File: config.mk
export PLATFORM = sky130hd
export DESIGN_NAME = rs_issue_scheduler
export DESIGN_NICKNAME = d
export VERILOG_FILES = /design/src/rtl/rs_issue_scheduler.sv
export SDC_FILE = /design/constraint.sdc
export NUM_CORES = 1
export LEC_CHECK = 0
export ABC_AREA = 1
export BUFFER_PORTS_ARGS = -buffer_cell sky130_fd_sc_hd__buf_4
export CAP_MARGIN = 20
export CORE_MARGIN = 10
export CORE_UTILIZATION = 60
export CTS_BUF_LIST = sky130_fd_sc_hd__clkbuf_4
export DETAILED_ROUTE_END_ITERATION = 16
export GPL_TIMING_DRIVEN = 0
export PLACE_DENSITY = 0.75
export SYNTH_ARGS = -nofsm -noshare
export SYNTH_HDL_FRONTEND = slang
export SYNTH_SLANG_ARGS = --single-unit
File: constraint.sdc
create_clock -name clk -period 23.3 [get_ports clk]
set_input_delay 5.825 -clock clk [delete_from_list [all_inputs] [get_ports clk]]
set_output_delay 5.825 -clock clk [all_outputs]
set_load 0.005 [all_outputs]
File: src/rtl/rs_issue_scheduler.sv
// ALU reservation-station control: per-slot operand wakeup from both CDB channels,
// lowest-index free-slot pick for dispatch and age-matrix oldest-ready issue select.
module rs_issue_scheduler #(
  parameter int RS_SIZE      = 16,
  parameter int RS_IDX_WIDTH = 4,
  parameter int ROB_ID_WIDTH = 4
) (
  input  logic                    clk,
  input  logic                    rst,
  input  logic                    rdy,
  input  logic                    flush,
  input  logic                    alloc_valid,
  input  logic                    alloc_q1_busy,
  input  logic [ROB_ID_WIDTH-1:0] alloc_q1,
  input  logic                    alloc_q2_busy,
  input  logic [ROB_ID_WIDTH-1:0] alloc_q2,
  output logic [RS_IDX_WIDTH-1:0] free_slot,
  output logic                    full,
  input  logic                    cdb_alu_valid,
  input  logic [ROB_ID_WIDTH-1:0] cdb_alu_tag,
  input  logic                    cdb_lsb_valid,
  input  logic [ROB_ID_WIDTH-1:0] cdb_lsb_tag,
  output logic                    issue_valid,
  output logic [RS_IDX_WIDTH-1:0] issue_slot
);

  logic [RS_SIZE-1:0]      busy_r;
  logic [RS_SIZE-1:0]      w1_r;
  logic [RS_SIZE-1:0]      w2_r;
  logic [ROB_ID_WIDTH-1:0] t1_r [RS_SIZE];
  logic [ROB_ID_WIDTH-1:0] t2_r [RS_SIZE];
  // age_r[i][j] = 1 means slot i was allocated before slot j
  logic [RS_SIZE-1:0]      age_r [RS_SIZE];
  logic                    issue_valid_r;
  logic [RS_IDX_WIDTH-1:0] issue_slot_r;

  logic [RS_SIZE-1:0]      age_col_s [RS_SIZE];
  logic [RS_SIZE-1:0]      ready_s;
  logic [RS_SIZE-1:0]      oldest_s;
  logic [RS_IDX_WIDTH-1:0] free_slot_s;
  logic [RS_IDX_WIDTH-1:0] sel_slot_s;
  logic                    any_ready_s;
  logic                    full_s;
  logic                    alloc_fire_s;

  function automatic logic cdb_hit(
    input logic [ROB_ID_WIDTH-1:0] tag,
    input logic                    alu_v,
    input logic [ROB_ID_WIDTH-1:0] alu_t,
    input logic                    lsb_v,
    input logic [ROB_ID_WIDTH-1:0] lsb_t
  );
    return (alu_v && (tag == alu_t)) || (lsb_v && (tag == lsb_t));
  endfunction

  // Transpose the age matrix so each slot sees which slots are older than it
  always_comb begin
    for (int i = 0; i < RS_SIZE; i++) begin
      age_col_s[i] = '0;
      for (int j = 0; j < RS_SIZE; j++) begin
        age_col_s[i][j] = age_r[j][i];
      end
    end
  end

  // Readiness and oldest-ready filter; any older ready slot blocks a candidate
  always_comb begin
    ready_s  = busy_r & ~w1_r & ~w2_r;
    oldest_s = '0;
    for (int i = 0; i < RS_SIZE; i++) begin
      oldest_s[i] = ready_s[i] & ~(|(ready_s & age_col_s[i]));
    end
  end

  // Priority encoders: lowest free slot and lowest oldest-ready slot
  always_comb begin
    free_slot_s = '0;
    sel_slot_s  = '0;
    for (int i = RS_SIZE - 1; i >= 0; i--) begin
      free_slot_s = busy_r[i]   ? free_slot_s : RS_IDX_WIDTH'(i);
      sel_slot_s  = oldest_s[i] ? RS_IDX_WIDTH'(i) : sel_slot_s;
    end
    any_ready_s  = |ready_s;
    full_s       = &busy_r;
    alloc_fire_s = alloc_valid & ~full_s;
  end

  assign free_slot   = free_slot_s;
  assign full        = full_s;
  assign issue_valid = issue_valid_r;
  assign issue_slot  = issue_slot_r;

  // Slot state, age matrix and issue registers; rdy=0 freezes everything
  always_ff @(posedge clk or posedge rst) begin
    if (rst) begin
      busy_r        <= '0;
      w1_r          <= '0;
      w2_r          <= '0;
      issue_valid_r <= 1'b0;
      issue_slot_r  <= '0;
      for (int i = 0; i < RS_SIZE; i++) begin
        t1_r[i]  <= '0;
        t2_r[i]  <= '0;
        age_r[i] <= '0;
      end
    end else if (rdy) begin
      if (flush) begin
        busy_r        <= '0;
        issue_valid_r <= 1'b0;
      end else begin
        for (int i = 0; i < RS_SIZE; i++) begin
          if (cdb_hit(t1_r[i], cdb_alu_valid, cdb_alu_tag, cdb_lsb_valid, cdb_lsb_tag)) begin
            w1_r[i] <= 1'b0;
          end
          if (cdb_hit(t2_r[i], cdb_alu_valid, cdb_alu_tag, cdb_lsb_valid, cdb_lsb_tag)) begin
            w2_r[i] <= 1'b0;
          end
        end

        if (any_ready_s) begin
          issue_valid_r        <= 1'b1;
          issue_slot_r         <= sel_slot_s;
          busy_r[sel_slot_s]   <= 1'b0;
        end else begin
          issue_valid_r <= 1'b0;
        end

        // The free slot is never busy, so it cannot collide with the issued slot
        if (alloc_fire_s) begin
          busy_r[free_slot_s] <= 1'b1;
          w1_r[free_slot_s]   <= alloc_q1_busy &
            ~cdb_hit(alloc_q1, cdb_alu_valid, cdb_alu_tag, cdb_lsb_valid, cdb_lsb_tag);
          w2_r[free_slot_s]   <= alloc_q2_busy &
            ~cdb_hit(alloc_q2, cdb_alu_valid, cdb_alu_tag, cdb_lsb_valid, cdb_lsb_tag);
          t1_r[free_slot_s]   <= alloc_q1;
          t2_r[free_slot_s]   <= alloc_q2;
          for (int j = 0; j < RS_SIZE; j++) begin
            if (RS_IDX_WIDTH'(j) == free_slot_s) begin
              age_r[j] <= '0;
            end else begin
              age_r[j][free_slot_s] <= 1'b1;
            end
          end
        end
      end
    end
  end

endmodule

Word-level counts from Yosys, hierarchy flattened
Cells that the tools add are included.
W data, S select, Z words.
Operators by class
  reduce and logical (&&, ||, !) cells: 127
  bitwise logic cells: 79
  equality and inequality tests: 83
  order comparisons: 6
  mux-type cells: 163
Operator list (count)
  $mux W16: 23
  $and A16 B16 Y16: 19
  $eq A4 B4 Y1: 68
  $or A16 B16 Y16: 17
  $reduce_or A16 Y1: 17
  $mux W4: 33
  $bwmux W64: 2
  $mux W1: 100
  $logic_and A1 B1 Y1: 71
  $not A16 Y16: 3
  $logic_or A1 B1 Y1: 34
  $bwmux W16: 2
  $eq A4 B4 Y1 const A: 8
  $not A1 Y1: 20
  $and A1 B1 Y1: 19
  $demux W4 S4: 1
  $eq A3 B4 Y1 const A: 4
  $reduce_and A16 Y1: 1
  $lt A4 B5 Y1 const B: 2
  $demux W1 S4: 2
  $eq A2 B4 Y1 const A: 2
  $ge A4 B1 Y1 const B: 2
  $reduce_and A3 Y1: 2
  $ge A5 B5 Y1 const B: 1
  5 further kinds: 5
Storage, ports and cells
  output and inout port bits: 10
  bits of input ports: 25
  register bits after elaboration: 437
  logic and storage cells: 511

Depth between registers and ports, before layout
Gate-level depths: netlist (run 1).
  depth after elaboration: 35
  mapped depth: 26
  gate-level depth less buffers: 26

Worst setup path before layout (run 1)
OpenSTA, ideal clock, no wires.
  path kind: input-to-reg
  from: input port cdb_alu_tag[2]
  to: register w2_r[8]
  stages on the path: 10
  slack: 15810 ps
  data required time: 23177 ps
  data arrival time: 7367 ps
  path buffers: 3
  cell sequence: clkbuf_1 buf_1 clkbuf_1 nand2_1 a221oi_1 o2111ai_1 nand4_1 nand2_1 o21ai_0 nand2_1
Between the ends
  word-level cells in the longest chain between the ends: 8
  elaborated cells between the ends (all ways): 13
  classes of those cells: eq/ne: 2; mux: 5; bitwise: 2; reduce/logical: 4
Ends and longest elaborated chain
  start: declaration: line 20  | input logic [ROB_ID_WIDTH-1:0] cdb_alu_tag,
  $eq A4 B4 Y1: line 53  | return (alu_v && (tag == alu_t)) || (lsb_v && (tag == lsb_t));
  $logic_and A1 B1 Y1: line 53
  $logic_or A1 B1 Y1: line 53
  $mux W1: line 115  | if (cdb_hit(t2_r[i], cdb_alu_valid, cdb_alu_tag, cdb_lsb_valid, cdb_lsb_tag)) begin
  $mux W1: line 107  | if (flush) begin
  $mux W1: line 106  | end else if (rdy) begin
  $bwmux W16: line 133  | w2_r[free_slot_s] <= alloc_q2_busy &
  $mux W16 *: line 129  | if (alloc_fire_s) begin
  end signal: indexed assignment: line 133
  end: declaration: line 29  | logic [RS_SIZE-1:0] w2_r;
Every way passes the cells marked *; elsewhere a longest branch is shown, timed or not. The select of a mux whose other input is x is not followed.
A chain may end at the register's enable or synchronous reset.

Final worst setup path (run 1)
  from: register busy_r[14]
  to: output port free_slot[0]
Between the ends
  word-level cells in the longest chain between the ends: 15
Ends and longest elaborated chain
  start: declaration: line 27  | logic [RS_SIZE-1:0] busy_r;
  start signal: assignment: line 96  | busy_r <= '0;
  start signal: assignment: line 108  | busy_r <= '0;
  start signal: indexed assignment: line 123  | busy_r[sel_slot_s] <= 1'b0;
  $mux W4 (15 in a row): line 80  | free_slot_s = busy_r[i] ? free_slot_s : RS_IDX_WIDTH'(i);
  end: declaration: line 17  | output logic [RS_IDX_WIDTH-1:0] free_slot,
Every way passes these cells.

==> metrics.cfg, run 1 <==
[placed_design]
port_buffers = 28
dp.cells = 3125
gp_congestion = 1.019
place.detailed.hpwl_microns = 59650

[synthesis]
synthDominantCellAreaShare = 0.4984
synth_compound_gate_area_share = 0.2055
synth_top_area_cell = dfrtp_1
synth_edf_count = 0
yosysUniqueCellTypes = 49
yosys.area_share.xor_xnor = 0.01557
synth_ff_type = dfrtp_1
postSynthAreaPerCell_sq_um = 8.333
yosys.area_share.simple = 0.1891
synthTopCellsByArea = dfrtp_1, nand2_1, inv_1, nor2_1, o21ai_0
muxShareOfSynthArea = 0
yosysWarnings = 0
synth_area_sq_um = 21940
ys_ff_latch = 437
synthArstFlopShare = 1.000
synthAdderAreaFrac = 0
synth_top_family_by_area = compound AO/OA/AOI/OAI gates
yosysSeqAreaShare = 0.4984
synthTopCellsByCount = nand2_1, dfrtp_1, inv_1
yosysMostFrequentCell = nand2_1
synth_nets = 2658
synth_cells = 2633

[sta]
hold_ws_ps = 469.9
fin_crit_sh = 0.3610
skew_ps = 63.59
hold_viol = 0
timing.final.crit_period_ps = 8412
setup_tns_ps = 0
maxSlewHeadroom = 0.2154
rsz0062_at_grt = false
clock.fmax_mhz = 118.9
worst_pin_slew_ps = 1177
finalMaxSlewViolations = 0
setup_viol = 0

[power_and_ir_drop]
power_density_nw_per_um2 = 70.52
ir_drop_mv = 0.05261
p_leak_nw = 11.88

[cells_and_area]
seq_area_sq_um = 10940
instances_no_fill = 3305
drive_gt1_frac = 0.1330
fillers = 3018
utilization = 0.6726
syn_to_final_growth_pct = 9.832
layout.nets = 2802
multi_input_area_sq_um = 8997

[grt]
grt_max_degree = 134
grtUsageTotal = 0.3853
grt_pass1_vias = 20824
overflow = 0
grt_pass1_wl_microns = 128100
antenna_found_initial = 2

[clock_network]
htree_levels = 3
ctsResizeCount = 0
post_cts_buffers = 0
clkTransAtPathRegs_ps = 60
clock_path_buffers = 3
cts_tree = yes
cts_hold_buf = 0
cts.sinks = 437
cts_buffers = 111
root_buffer = clkbuf_4
clkLatencyLatePin_ps = 900

[detailed_routing]
antenna_left = 0
wl_per_cell_microns = 26.04
vias = 21497
drt-initial-drc-count = 2946
drc = 0
vias_per_cell = 6.504
wl_microns = 86060
drt_first_pass_iters = 9

[status]
outcome = finished, final reports clean

[die]
die_y_microns = 211.2
fp.dieW_microns = 211.2
rows = 69
core_sq_um = 35830
start_util = 0.6124
dieArea_sq_um = 44620
ios = 35

[flow_run]
maxCapViolCount = 0

[critical_path]
setup.worst_path.class = reg -> out
critical_path_required_ps = 17480
cp_max_fo = 4
start_kind = flip-flop
cp-end-kind = primary output
arrival_ps = 2590

[min_path]
hold_class = reg -> reg

## critical path, stage by stage, from the launching register on
cell,delay [ps]
dfrtp_1,400
inv_2,80
o21ai_1,120
a21oi_1,80
o21ai_1,150
a21oi_1,80
o21ai_1,130
nand2_1,90
nand2_1,90
nand2_2,80
a21oi_4,230
buf_4,160
## where the power goes
group          switching, mW  leakage [nW]  internal, mW  total [mW]
Clock                  0.327         0.773         0.303       0.630
Sequential            0.0432          5.26         0.809       0.852
Combinational          0.149          5.85        0.0677       0.217
Total                  0.519          11.9          1.18        1.70
## cell families (layout without fill, tap and decap cells)
kind of cell,count (synthesis),in the layout
buffers and inverters,486,695
XOR/XNOR,39,39
AO/OA/AOI/OAI,719,719
AND/OR/NAND/NOR,952,952
other,0,2
flip-flops,437,437
## registers in the layout, indices dropped and copies added (netlist names)
register,count
age_col_s,256
t1_r,64
t2_r,64
busy_r,16
w1_r,16
w2_r,16
issue_slot,4
issue_valid,1
## cells in the final DEF (no fill, tap or decap), types with 76 or more instances in the layout
cell,n
a21oi_1,156
clkbuf_1,76
clkbuf_4,155
dfrtp_1,437
inv_1,283
nand2_1,478
nand3_1,85
nor2_1,278
o21ai_0,189
o22ai_1,114
## worst paths after layout
check,startpoint,end,slack (ps),cells after the start
max,busy_r[14],free_slot[0],14890,11
min,age_col_s[60],age_col_s[60],470,2
max reg2reg,busy_r[8],busy_r[1],19570,15
min reg2reg,age_col_s[60],age_col_s[60],470,2
max in group asynchronous,rst,issue_slot[0],16520,4
min in group asynchronous,rst,age_col_s[138],5110,2
## per-stage QoR
step | total power [mW] | setup slack [ps] | instance area, sq um
detailed placement | 1.073 | 14790 | 22820
CTS | 1.685 | 14900 | 24090
global placement | 1.064 | 735.9 | 22730
global route | 1.756 | 14770 | 24100
floorplan | 0.9896 | 5302 | 21940
finish | 1.699 | 14890 | 24100
## per-layer routing
metal,share of wire,global-route usage,vias to the layer above
met5,0,0,-
met4,0.084,0.2952,0
met3,0.13,0.1203,470
met2,0.44,0.5823,1628
met1,0.35,0.4538,10180
li1,-,-,9219
## area by class of cell
class                           instances  area share
Timing Repair Buffer                   31     0.01215
Clock buffer                          155     0.04829
Antenna cell                            2   0.0002077
Multi-Input combinational cell       1710      0.3734
Tap cell                              461     0.02394
Clock inverter                         23    0.004621
Inverter                              329     0.05156
Sequential cell                       437      0.4538
Buffer                                157     0.03204
Power figures use the tool's default switching activity.
==> inputs of run 2 (changes only) <==
- clock period: 23.3 -> 7.8 ns (I/O delays scaled with it)
==> metrics.cfg, run 2 (synthesized netlist as in run 1, its figures left out) <==
[clock_network]
cts.sinks = 437
clkTransAtPathRegs_ps = 80
ctsResizeCount = 0
htree_levels = 3
clkLatencyLatePin_ps = 910
post_cts_buffers = 0
cts_hold_buf = 0
clock_path_buffers = 3
cts_tree = yes
cts_buffers = 113
root_buffer = clkbuf_4

[sta]
hold_viol = 0
maxSlewHeadroom = 0.2503
fin_crit_sh = 0.5750
final.setup.worst_slack_ps = 3315
skew_ps = 103.8
timing.final.crit_period_ps = 4485
setup_viol = 0
clock.fmax_mhz = 223.0
worst_pin_slew_ps = 1125
rsz0062_at_grt = false
finalMaxSlewViolations = 0
setup_tns_ps = 0

[placed_design]
place_area_sq_um = 22950
gp_congestion = 1.009
place.detailed.hpwl_microns = 59910
place_ws_ps = 2873
dp.cells = 3133
port_buffers = 28

[critical_path]
critical_path_required_ps = 5850
start_kind = flip-flop
cp-end-kind = primary output
setup.worst_path.class = reg -> out
arrival_ps = 2540
cp_max_fo = 7

[die]
fp.dieW_microns = 211.2
start_util = 0.6124
rows = 69
dieArea_sq_um = 44620
core_sq_um = 35830
ios = 35
die_y_microns = 211.2

[power_and_ir_drop]
ir_drop_mv = 0.1502
power_density_nw_per_um2 = 212.3
p_leak_nw = 11.99

[detailed_routing]
drt_first_pass_iters = 8
drc = 0
wl_microns = 85510
drt-initial-drc-count = 3592
vias_per_cell = 6.474
vias = 21597
wl_per_cell_microns = 25.63
antenna_left = 0

[cells_and_area]
layout.nets = 2812
layout_commonest_cell = nand2_1
drive_gt1_frac = 0.1368
syn_to_final_growth_pct = 10.98
final_area_sq_um = 24350
instances_no_fill = 3336
largest_reg_flops = 256
layout_common_cells = nand2_1, dfrtp_1, inv_1, nor2_1, o21ai_0

[grt]
antenna_found_initial = 1
grt_pass1_vias = 21089
overflow = 0
grt_max_degree = 46
grtUsageTotal = 0.3833
grt_pass1_wl_microns = 127900

[status]
outcome = finished, final reports clean

[min_path]
hold_class = reg -> reg

[flow_run]
maxCapViolCount = 0

-- run 2: changes by cell type in the layout (fill, tap and decap cells not counted), sizes merged --
cell	previous run	this run
inv	328	325
clkinv	24	37
buf	111	119
clkbuf	232	242
clkinvlp	0	2
diode	2	3
-- run 2: power breakdown --
group | switching, mW | internal, mW | leakage, nW
Combinational | 0.456 | 0.209 | 5.91
Clock | 0.993 | 0.967 | 0.826
Sequential | 0.128 | 2.42 | 5.26
Total | 1.58 | 3.59 | 12.0
-- run 2: critical path, stage by stage (launching register included) --
cell	delay [ps]
dfrtp_1	350
buf_2	170
o21ai_1	90
a21oi_1	70
o21ai_1	140
a21oi_1	90
o21ai_1	140
nand2_1	80
nand2_1	80
nand2_2	80
a21oi_4	210
buf_4	150
-- run 2: final cells by class --
cell class,count,area [sq um]
buffer,157,772.0
tap,461,576.8
sequential,437,10940
multi-input combinational,1710,8997
antenna,3,7.507
timing repair buffer,39,430.4
clock inverter,35,152.6
inverter,329,1239
clock buffer,165,1239
fill,2905,11480
-- run 2: per-stage QoR --
step | util | total power [mW] | hold slack, ps
2_1_floorplan | - | 2.957 | 431.2
3_3_place_gp | 0.6344 | 3.180 | 447.6
3_5_place_dp | 0.6406 | 3.216 | 457.0
4_1_cts | 0.6794 | 5.132 | 476.0
5_1_grt | 0.6795 | 5.348 | 503.3
6_report | 0.6796 | 5.169 | 478.5
-- run 2: final timing paths --
path / start / end / slack [ps] / depth (start not counted)
setup / recovery: busy_r[13] / free_slot[0] / 3310 / 11
hold / removal: age_col_s[90] / age_col_s[90] / 480 / 2
setup reg to reg: w1_r[10] / busy_r[0] / 3860 / 16
hold reg to reg: age_col_s[90] / age_col_s[90] / 480 / 2
max in group asynchronous: rst / t2_r[12] / 5550 / 4
min in group asynchronous: rst / age_col_s[64] / 1200 / 2
-- run 2: per-layer routing --
layer  vias to the layer above  global-route usage  share of wire
li1                       9252                   -              -
met2                      1708              0.5770           0.43
met1                     10101              0.4571           0.35
met5                         -                   0              0
met3                       536              0.1042           0.13
met4                         0              0.3099          0.093
